File: src/rtl/bcd_cascade_pkg.sv
// Shared states and BCD limits for the cascaded decade counter.
// Optional down-counting is enabled by BCD_CASCADE_CTRL_DOWN_EN.
package bcd_cascade_pkg;

    typedef enum logic [1:0] {
        ST_IDLE  = 2'b00,
        ST_RUN   = 2'b01,
        ST_PAUSE = 2'b10,
        ST_HALT  = 2'b11
    } state_t;

    localparam logic [3:0] BCD_MAX = 4'd9;
    localparam logic [3:0] BCD_MIN = 4'd0;

    function automatic logic [3:0] bcd_sat(input logic [3:0] d);
        return (d > BCD_MAX) ? BCD_MAX : d;
    endfunction

endpackage

File: src/rtl/bcd_cascade_ctrl_digit.sv
// One decade (0-9) stage with clear, saturating load and carry term.
// The dn port exists only when BCD_CASCADE_CTRL_DOWN_EN is defined.
module bcd_digit
    import bcd_cascade_pkg::*;
(
    input  logic       clk,
    input  logic       reset,
    input  logic       en,
    input  logic       clr,
    input  logic       ld,
    input  logic [3:0] ld_val,
`ifdef BCD_CASCADE_CTRL_DOWN_EN
    input  logic       dn,
`endif
    output logic [3:0] q,
    output logic       term
);

    logic [3:0] r_q;
    logic       w_dn;

`ifdef BCD_CASCADE_CTRL_DOWN_EN
    assign w_dn = dn;
`else
    assign w_dn = 1'b0;
`endif

    always_ff @(posedge clk) begin
        if (!reset) begin
            r_q <= BCD_MIN;
        end else if (clr) begin
            r_q <= BCD_MIN;
        end else if (ld) begin
            r_q <= bcd_sat(ld_val);
        end else if (en) begin
            if (w_dn)
                r_q <= (r_q == BCD_MIN) ? BCD_MAX : r_q - 4'd1;
            else
                r_q <= (r_q == BCD_MAX) ? BCD_MIN : r_q + 4'd1;
        end
    end

    assign q    = r_q;
    assign term = w_dn ? (r_q == BCD_MIN) : (r_q == BCD_MAX);

endmodule

File: src/rtl/bcd_cascade_ctrl.sv
// Multi-digit BCD counter controller: FSM, carry chain, rollover.
// Define BCD_CASCADE_CTRL_DOWN_EN to add the down port.
module bcd_cascade_ctrl
    import bcd_cascade_pkg::*;
#(
    parameter int DIGITS = 4,
    parameter int N      = 4,
    parameter int WRAP   = 1
) (
    input  logic              clk,
    input  logic              reset,
    input  logic              start,
    input  logic              stop,
    input  logic              clear,
    input  logic              load,
    input  logic [DIGITS*N-1:0] load_val,
    input  logic              tick,
`ifdef BCD_CASCADE_CTRL_DOWN_EN
    input  logic              down,
`endif
    output logic [DIGITS*N-1:0] count,
    output logic [1:0]        state,
    output logic              running,
    output logic              rollover
);

    state_t              r_state;
    state_t              w_state_nxt;
    logic                r_rollover;
    logic                w_inc;
    logic                w_evt;
    logic                w_hold;
    logic [DIGITS-1:0]   w_term;
    logic [DIGITS-1:0]   w_en;
    logic [DIGITS:0]     w_chain;

    // Any higher-priority control in the same cycle swallows the tick.
    assign w_inc  = (r_state == ST_RUN) & tick & ~clear & ~load & ~stop;
    assign w_evt  = w_inc & w_chain[DIGITS];
    assign w_hold = w_evt & (WRAP == 0);

    assign w_chain[0] = 1'b1;

    for (genvar k = 0; k < DIGITS; k++) begin : g_dig
        assign w_chain[k+1] = w_chain[k] & w_term[k];
        assign w_en[k]      = w_inc & w_chain[k] & ~w_hold;

        bcd_digit u_dig (
            .clk    (clk),
            .reset  (reset),
            .en     (w_en[k]),
            .clr    (clear),
            .ld     (load),
            .ld_val (load_val[k*N +: N]),
`ifdef BCD_CASCADE_CTRL_DOWN_EN
            .dn     (down),
`endif
            .q      (count[k*N +: N]),
            .term   (w_term[k])
        );
    end

    always_comb begin
        w_state_nxt = r_state;
        if (clear) begin
            w_state_nxt = ST_IDLE;
        end else if (load) begin
            if (r_state == ST_HALT)
                w_state_nxt = ST_PAUSE;
        end else if (stop) begin
            if (r_state == ST_RUN)
                w_state_nxt = ST_PAUSE;
        end else if (start &&
                     (r_state == ST_IDLE || r_state == ST_PAUSE)) begin
            w_state_nxt = ST_RUN;
        end else if (w_hold) begin
            w_state_nxt = ST_HALT;
        end
    end

    always_ff @(posedge clk) begin
        if (!reset) begin
            r_state    <= ST_IDLE;
            r_rollover <= 1'b0;
        end else begin
            r_state    <= w_state_nxt;
            r_rollover <= w_evt;
        end
    end

    assign state    = r_state;
    assign running  = (r_state == ST_RUN);
    assign rollover = r_rollover;

endmodule

File: config.mk
export PLATFORM = sky130hd
export DESIGN_NAME = bcd_cascade_ctrl
export DESIGN_NICKNAME = d
export VERILOG_FILES = /design/src/rtl/bcd_cascade_pkg.sv /design/src/rtl/bcd_cascade_ctrl_digit.sv /design/src/rtl/bcd_cascade_ctrl.sv
export SDC_FILE = /design/constraint.sdc
export NUM_CORES = 1
export LEC_CHECK = 0
export ABC_AREA = 1
export CORE_MARGIN = 2
export CORE_UTILIZATION = 28
export DETAILED_ROUTE_END_ITERATION = 10
export GPL_TIMING_DRIVEN = 0
export PLACE_DENSITY = 0.56
export SLEW_MARGIN = 30
export SYNTH_ARGS = -nofsm -noshare
export SYNTH_HDL_FRONTEND = slang
export SYNTH_SLANG_ARGS = --single-unit
export TNS_END_PERCENT = 20
File: constraint.sdc
create_clock -name clk -period 1.12 [get_ports clk]
set_input_delay 0.224 -clock clk [delete_from_list [all_inputs] [get_ports clk]]
set_output_delay 0.224 -clock clk [all_outputs]
set_load 0.005 [all_outputs]
---- After elaboration in Yosys (flattened, before gate mapping) ----
Cells that the tools add are included.
storage, ports and cells
  register bits after elaboration ......... 19
  input bits .............................. 23
  output and inout port bits .............. 20
  word-level logic and storage cells ...... 69
cells by class
  $add $sub $neg .......................... 4
  order comparisons ....................... 4
  eq/ne operators ......................... 9
  mux-type cells .......................... 21
  bitwise gates (word level) .............. 15
  reductions and logical operators ........ 10
operators with widths
  cell                                                    count
  two-way mux 4 bit                                       16
  adder 4 x 1 -> 4 bit (second input constant)            4
  == test 4 bit (second input constant)                   4
  greater-than comparator 4 bit (second input constant)   4
  bitwise AND 1 bit                                       11
  two-way mux 2 bit                                       5
  nonzero test 2 bit                                      4
  == test 2 bit (second input constant)                   2
  NOT 1 bit                                               4
  inequality test 3 x 1 -> 1 bit (second input constant)  1
  AND reduction 3 bit                                     1
  nonzero test 3 bit                                      1
  == test 2 x 1 -> 1 bit (second input constant)          1
  logical NOT 2 bit                                       1
  inequality test 2 x 1 -> 1 bit (second input constant)  1
  OR reduction 2 bit                                      1
  logical AND 1 bit                                       1
  logical OR 1 bit                                        1

---- Depth between registers and ports, before layout ----
  word-level depth ........................ 8
  gate-level depth with buffers ........... 9
  depth with buffers taken out ............ 9

---- Cells and area by module ----
From an unflattened synthesis, not the netlist that was laid out.
second synthesis, totals
  cells, all modules ...................... 215
  area total of the unflattened synthesis .. 1,356.3 um^2
modules (own cells, without submodules)
  module            instances  cells an instance  area each (um^2)  seq. area each (um^2)
  bcd_digit         4          45                 282.8             80.1
  bcd_cascade_ctrl  1          35                 225.2             60.1

---- Worst setup path after synthesis ----
OpenSTA, ideal clock, no wires.
  path type ............................... flip-flop to flip-flop
  from .................................... reg g_dig[0].u_dig.r_q[0]
  to ...................................... reg g_dig[3].u_dig.r_q[0]
  setup time .............................. 113 ps
  arrival ................................. 1,102 ps
  data required time ...................... 1,007 ps
  setup slack ............................. -95 ps
  cell stages (with the launch flop) ...... 10
  buffers on the path ..................... 0
  clock period less this slack ............ 1,215 ps
  path through ............................ dfxtp_1 inv_2 nor2_4 nand2_4 nor2_8 nand2_4 nand2_4 nand2_2 nor2_1 nor2_1
on the way
  word-level cells in the longest chain between the ends .. 5
ends and longest elaborated chain
  item                             RTL line                      text
  start: declaration               bcd_cascade_ctrl_digit.sv:19  logic [3:0] r_q;
  start signal: assignment         bcd_cascade_ctrl_digit.sv:34  r_q <= bcd_sat(ld_val);
  start signal: assignment         bcd_cascade_ctrl_digit.sv:37  r_q <= (r_q == BCD_MIN) ? BCD_MAX : r_q - 4'd1;
  start signal: assignment         bcd_cascade_ctrl_digit.sv:39  r_q <= (r_q == BCD_MAX) ? BCD_MIN : r_q + 4'd1;
  == test 4 bit                    bcd_cascade_ctrl_digit.sv:44  assign term = w_dn ? (r_q == BCD_MIN) : (r_q == BCD_MAX);
  bitwise AND 1 bit (2 in series)  bcd_cascade_ctrl.sv:45        assign w_chain[k+1] = w_chain[k] & w_term[k];
  bitwise AND 1 bit                bcd_cascade_ctrl.sv:46        assign w_en[k] = w_inc & w_chain[k] & ~w_hold;
  nonzero test 2 bit (no line)     --
  end signal: assignment           bcd_cascade_ctrl_digit.sv:34
  end signal: assignment           bcd_cascade_ctrl_digit.sv:37
  end signal: assignment           bcd_cascade_ctrl_digit.sv:39
  end: declaration                 bcd_cascade_ctrl_digit.sv:19
No other way between the ends.
A chain may end at the register's enable or synchronous reset.

---- Worst setup path after layout ----
  from .................................... reg g_dig[0].u_dig.r_q[1]
  to ...................................... reg g_dig[3].u_dig.r_q[2]
Same word-level chain as after synthesis.

==> impl_results.md <==
- Asr flop ratio synth: 0%
- H-Tree Depth: 1
- CP max FO: 5
- Largest net degree at the start of global routing: 11
- Die X: 73.1 um
- WL final: 4000 um
- Top FF cell, synth: dfxtp_1
- Antenna viol nets, final: 0
- Clock buffer depth: 2
- Vias in the first global route: 1515
- Final WS setup: -0.155 ns
- PwrDens: 751 nW/um2
- VDD IR-drop max: 0.000312 V
- Hold Path Stages: 4
- Die area: 5350 um2
- Total track usage: 15.5%
- DR vias/cell: 4.75
- Synth Instances: 215
- DRT iter0 DRCs: 58
- Startpoint type of the worst setup path: flop
- Unrepaired setup endpoints after global routing: true
- P_sw: 0.466 mW
- Worst skew pair latency: 0.25 ns
- # nets final: 304
- Seq pwr share: 44.1%
- Crit path from: g_dig[0].u_dig.q[1]
- Fin util: 46.0%
- CTS Hold Bufs: 0
- # Max-Cap Violations: 0
- Reg-to-Reg Start: g_dig[0].u_dig.q[1]
- Yosys top cell area share: 28.4%
- EDFF count, synth: 0
- Overflow after GRT: 0
- R2R Setup Slk: -0.15 ns
- First drt pass iteration count: 4
- Internal power component: 1.14 mW
- Synthesized area: 1340 um2
- Endpoints failing hold: 0
- Ant. Diodes: 0
- Clk pwr share: 29.6%
- Nature of the critical path endpoint: flop
- CP endpoint: g_dig[3].u_dig.q[2]
- Die H: 73.1 um
- Run status: finished with violations
- Layout area overhead: 60.3%
- Seq/Total Area, Yosys: 28.4%
- Starting Density: 28.7%
- Syn avg cell area: 6.22 um2
- CTS tree: built
- DRC violations left: 0
- Final setup violation count: 20
- Worst R2R End: g_dig[3].u_dig.q[2]
- Crit share post-route: 114%
- Vias: 1587
- Global-route wire length before repair: 6590 um
- Clock Skew: 0.00331 ns
- Max Clock Freq: 784 MHz
- Worst slew pin tran: 0.235 ns
- Clk root buf: clkbuf_8
- Leading area contributor after synthesis: dfxtp_1
- WP data arrival: 1.42 ns
- Crit path time final: 1.27 ns
- Core Footprint: 4660 um2
- R2R cell count: 9
- Max-slew violation count: 0
- Clock sink count: 19
- Syn Nets: 238
- Relative slew margins: 84.2%
- Comb power frac: 26.3%
- WHS: 0.490 ns
- Hpwl dp: 2740 um
- WL/cell: 12.0 um
- Layout cell share with drive strength beyond 1: 29.6%
- Min-Delay Path Class: input pin to flop
- GP Congestion: 0.839
- CTS buffer count: 3
- Failing checks: setup timing
- Crit Path Class: flop to flop
- Worst endpoint required time: 1.27 ns
- Io pins: 43
- Sw frac: 28.9%
- Ys Warns: 0
- Clock transition at path regs: 0.07 ns
- # port buffers: 42
- Initial antenna violation count: 0
- Unique masters post-synth: 26
- Largest cells by area after synthesis: dfxtp_1, nand2_1, nand3_1
- Leak: 1.03 nW
- Number of synthesized register bits: 19
- FP Rows: 25
==> cells by family after synthesis <==
group	share of synthesized area, %
simple gates	47.8
buf+inv	9.54
compound gates	12.9
flops	28.4
xor+xnor	1.31
==> worst min path at each step <==
stage / end / startpoint / slack, ns
2_1_floorplan: g_dig[3].u_dig.q[2] / clear / 0.39
3_3_place_gp: g_dig[0].u_dig.q[0] / g_dig[0].u_dig.q[0] / 0.52
3_5_place_dp: g_dig[0].u_dig.q[0] / g_dig[0].u_dig.q[0] / 0.52
4_1_cts: g_dig[0].u_dig.q[1] / clear / 0.49
5_1_grt: state[1] / clear / 0.52
6_report: state[1] / clear / 0.49
==> per-stage QoR <==
step	setup slack (ns)	instance area [um2]	std cells	setup TNS, ns	total power [mW]
2_1_floorplan	-0.0758	1340	215	-0.542	0.926
3_3_place_gp	-0.636	1830	311	-11.38	1.11
3_5_place_dp	-0.637	1830	311	-11.56	1.11
4_1_cts	-0.178	2050	328	-1.78	1.61
5_1_grt	-0.203	2140	334	-3.15	1.70
6_report	-0.155	2140	334	-1.75	1.61
==> cell usage in the layout, fill, tap and decap left out, types with 2 or more instances in the layout <==
master,count
nor2_4,6
buf_2,3
dlygate4sd2_1,17
nand4_1,3
nand2_1,48
buf_4,20
nor2_8,2
clkdlybuf4s50_1,19
nand2_2,3
nor2_1,20
nand3_1,28
clkbuf_8,3
nand3_2,2
xor2_1,2
nor2_2,8
a21oi_1,13
dfxtp_4,13
clkdlybuf4s15_1,5
inv_1,21
dfxtp_2,5
o221ai_1,2
inv_2,5
o21ai_0,8
o21ai_1,6
nand2_4,6
==> cell type report <==
class	count	area (um2)
Sequential cell	19	435
Inverter	29	121
Tap cell	54	67.6
Fill cell	480	2520
Clock buffer	4	45.0
Timing Repair Buffer	61	552
Multi-Input combinational cell	163	901
Buffer	4	22.5
==> flip-flops by register name, indices dropped and copies added (netlist names) <==
name           count
g_dig.u_dig.q     16
state              2
rollover           1
==> worst max-delay path, stage by stage, from the launching register on <==
cell and delay, ns:
dfxtp_4 0.35, buf_12 0.12, nor2_4 0.10, nand2_4 0.08, nor2_8 0.13, nand2_4 0.07
nand2_4 0.09, nand2_4 0.08, nor2_2 0.10, nor2_1 0.04
==> cell usage after synthesis, types with 4 or more instances <==
| library cell | number |
|---|---|
| nand3_1 | 29 |
| o21ai_1 | 6 |
| o21ai_0 | 8 |
| nand2_2 | 4 |
| nor2_4 | 4 |
| dfxtp_1 | 19 |
| a21oi_1 | 14 |
| inv_1 | 22 |
| nand2_1 | 50 |
| nor2_1 | 29 |
| inv_2 | 6 |
==> power groups by stage <==
stage / Combinational, mW / Clock, mW / Sequential (mW)
4_1_cts: 0.394 / 0.501 / 0.715
2_1_floorplan: 0.181 / 0 / 0.745
3_3_place_gp: 0.360 / 0 / 0.751
5_1_grt: 0.469 / 0.519 / 0.715
6_report: 0.423 / 0.477 / 0.711
3_5_place_dp: 0.360 / 0 / 0.749
==> what timing repair did <==
action / in CTS / in global routing
gates resized for setup: 61 / 23
pin swaps: 10 / 11
setup buffers: 13 / 6
setup endpoints to repair: 39 / 26
==> layer usage <==
metal	routed length [um]	GRT usage, %	vias up	part of all wire, %
met5	0	0	-	0
met4	29	4.32	0	0.72
met3	273	2.62	2	6.8
met2	1880	26.2	53	47
met1	1820	20.2	704	46
li1	-	-	828	-
Note: power is estimated with default switching activity, not from simulation.
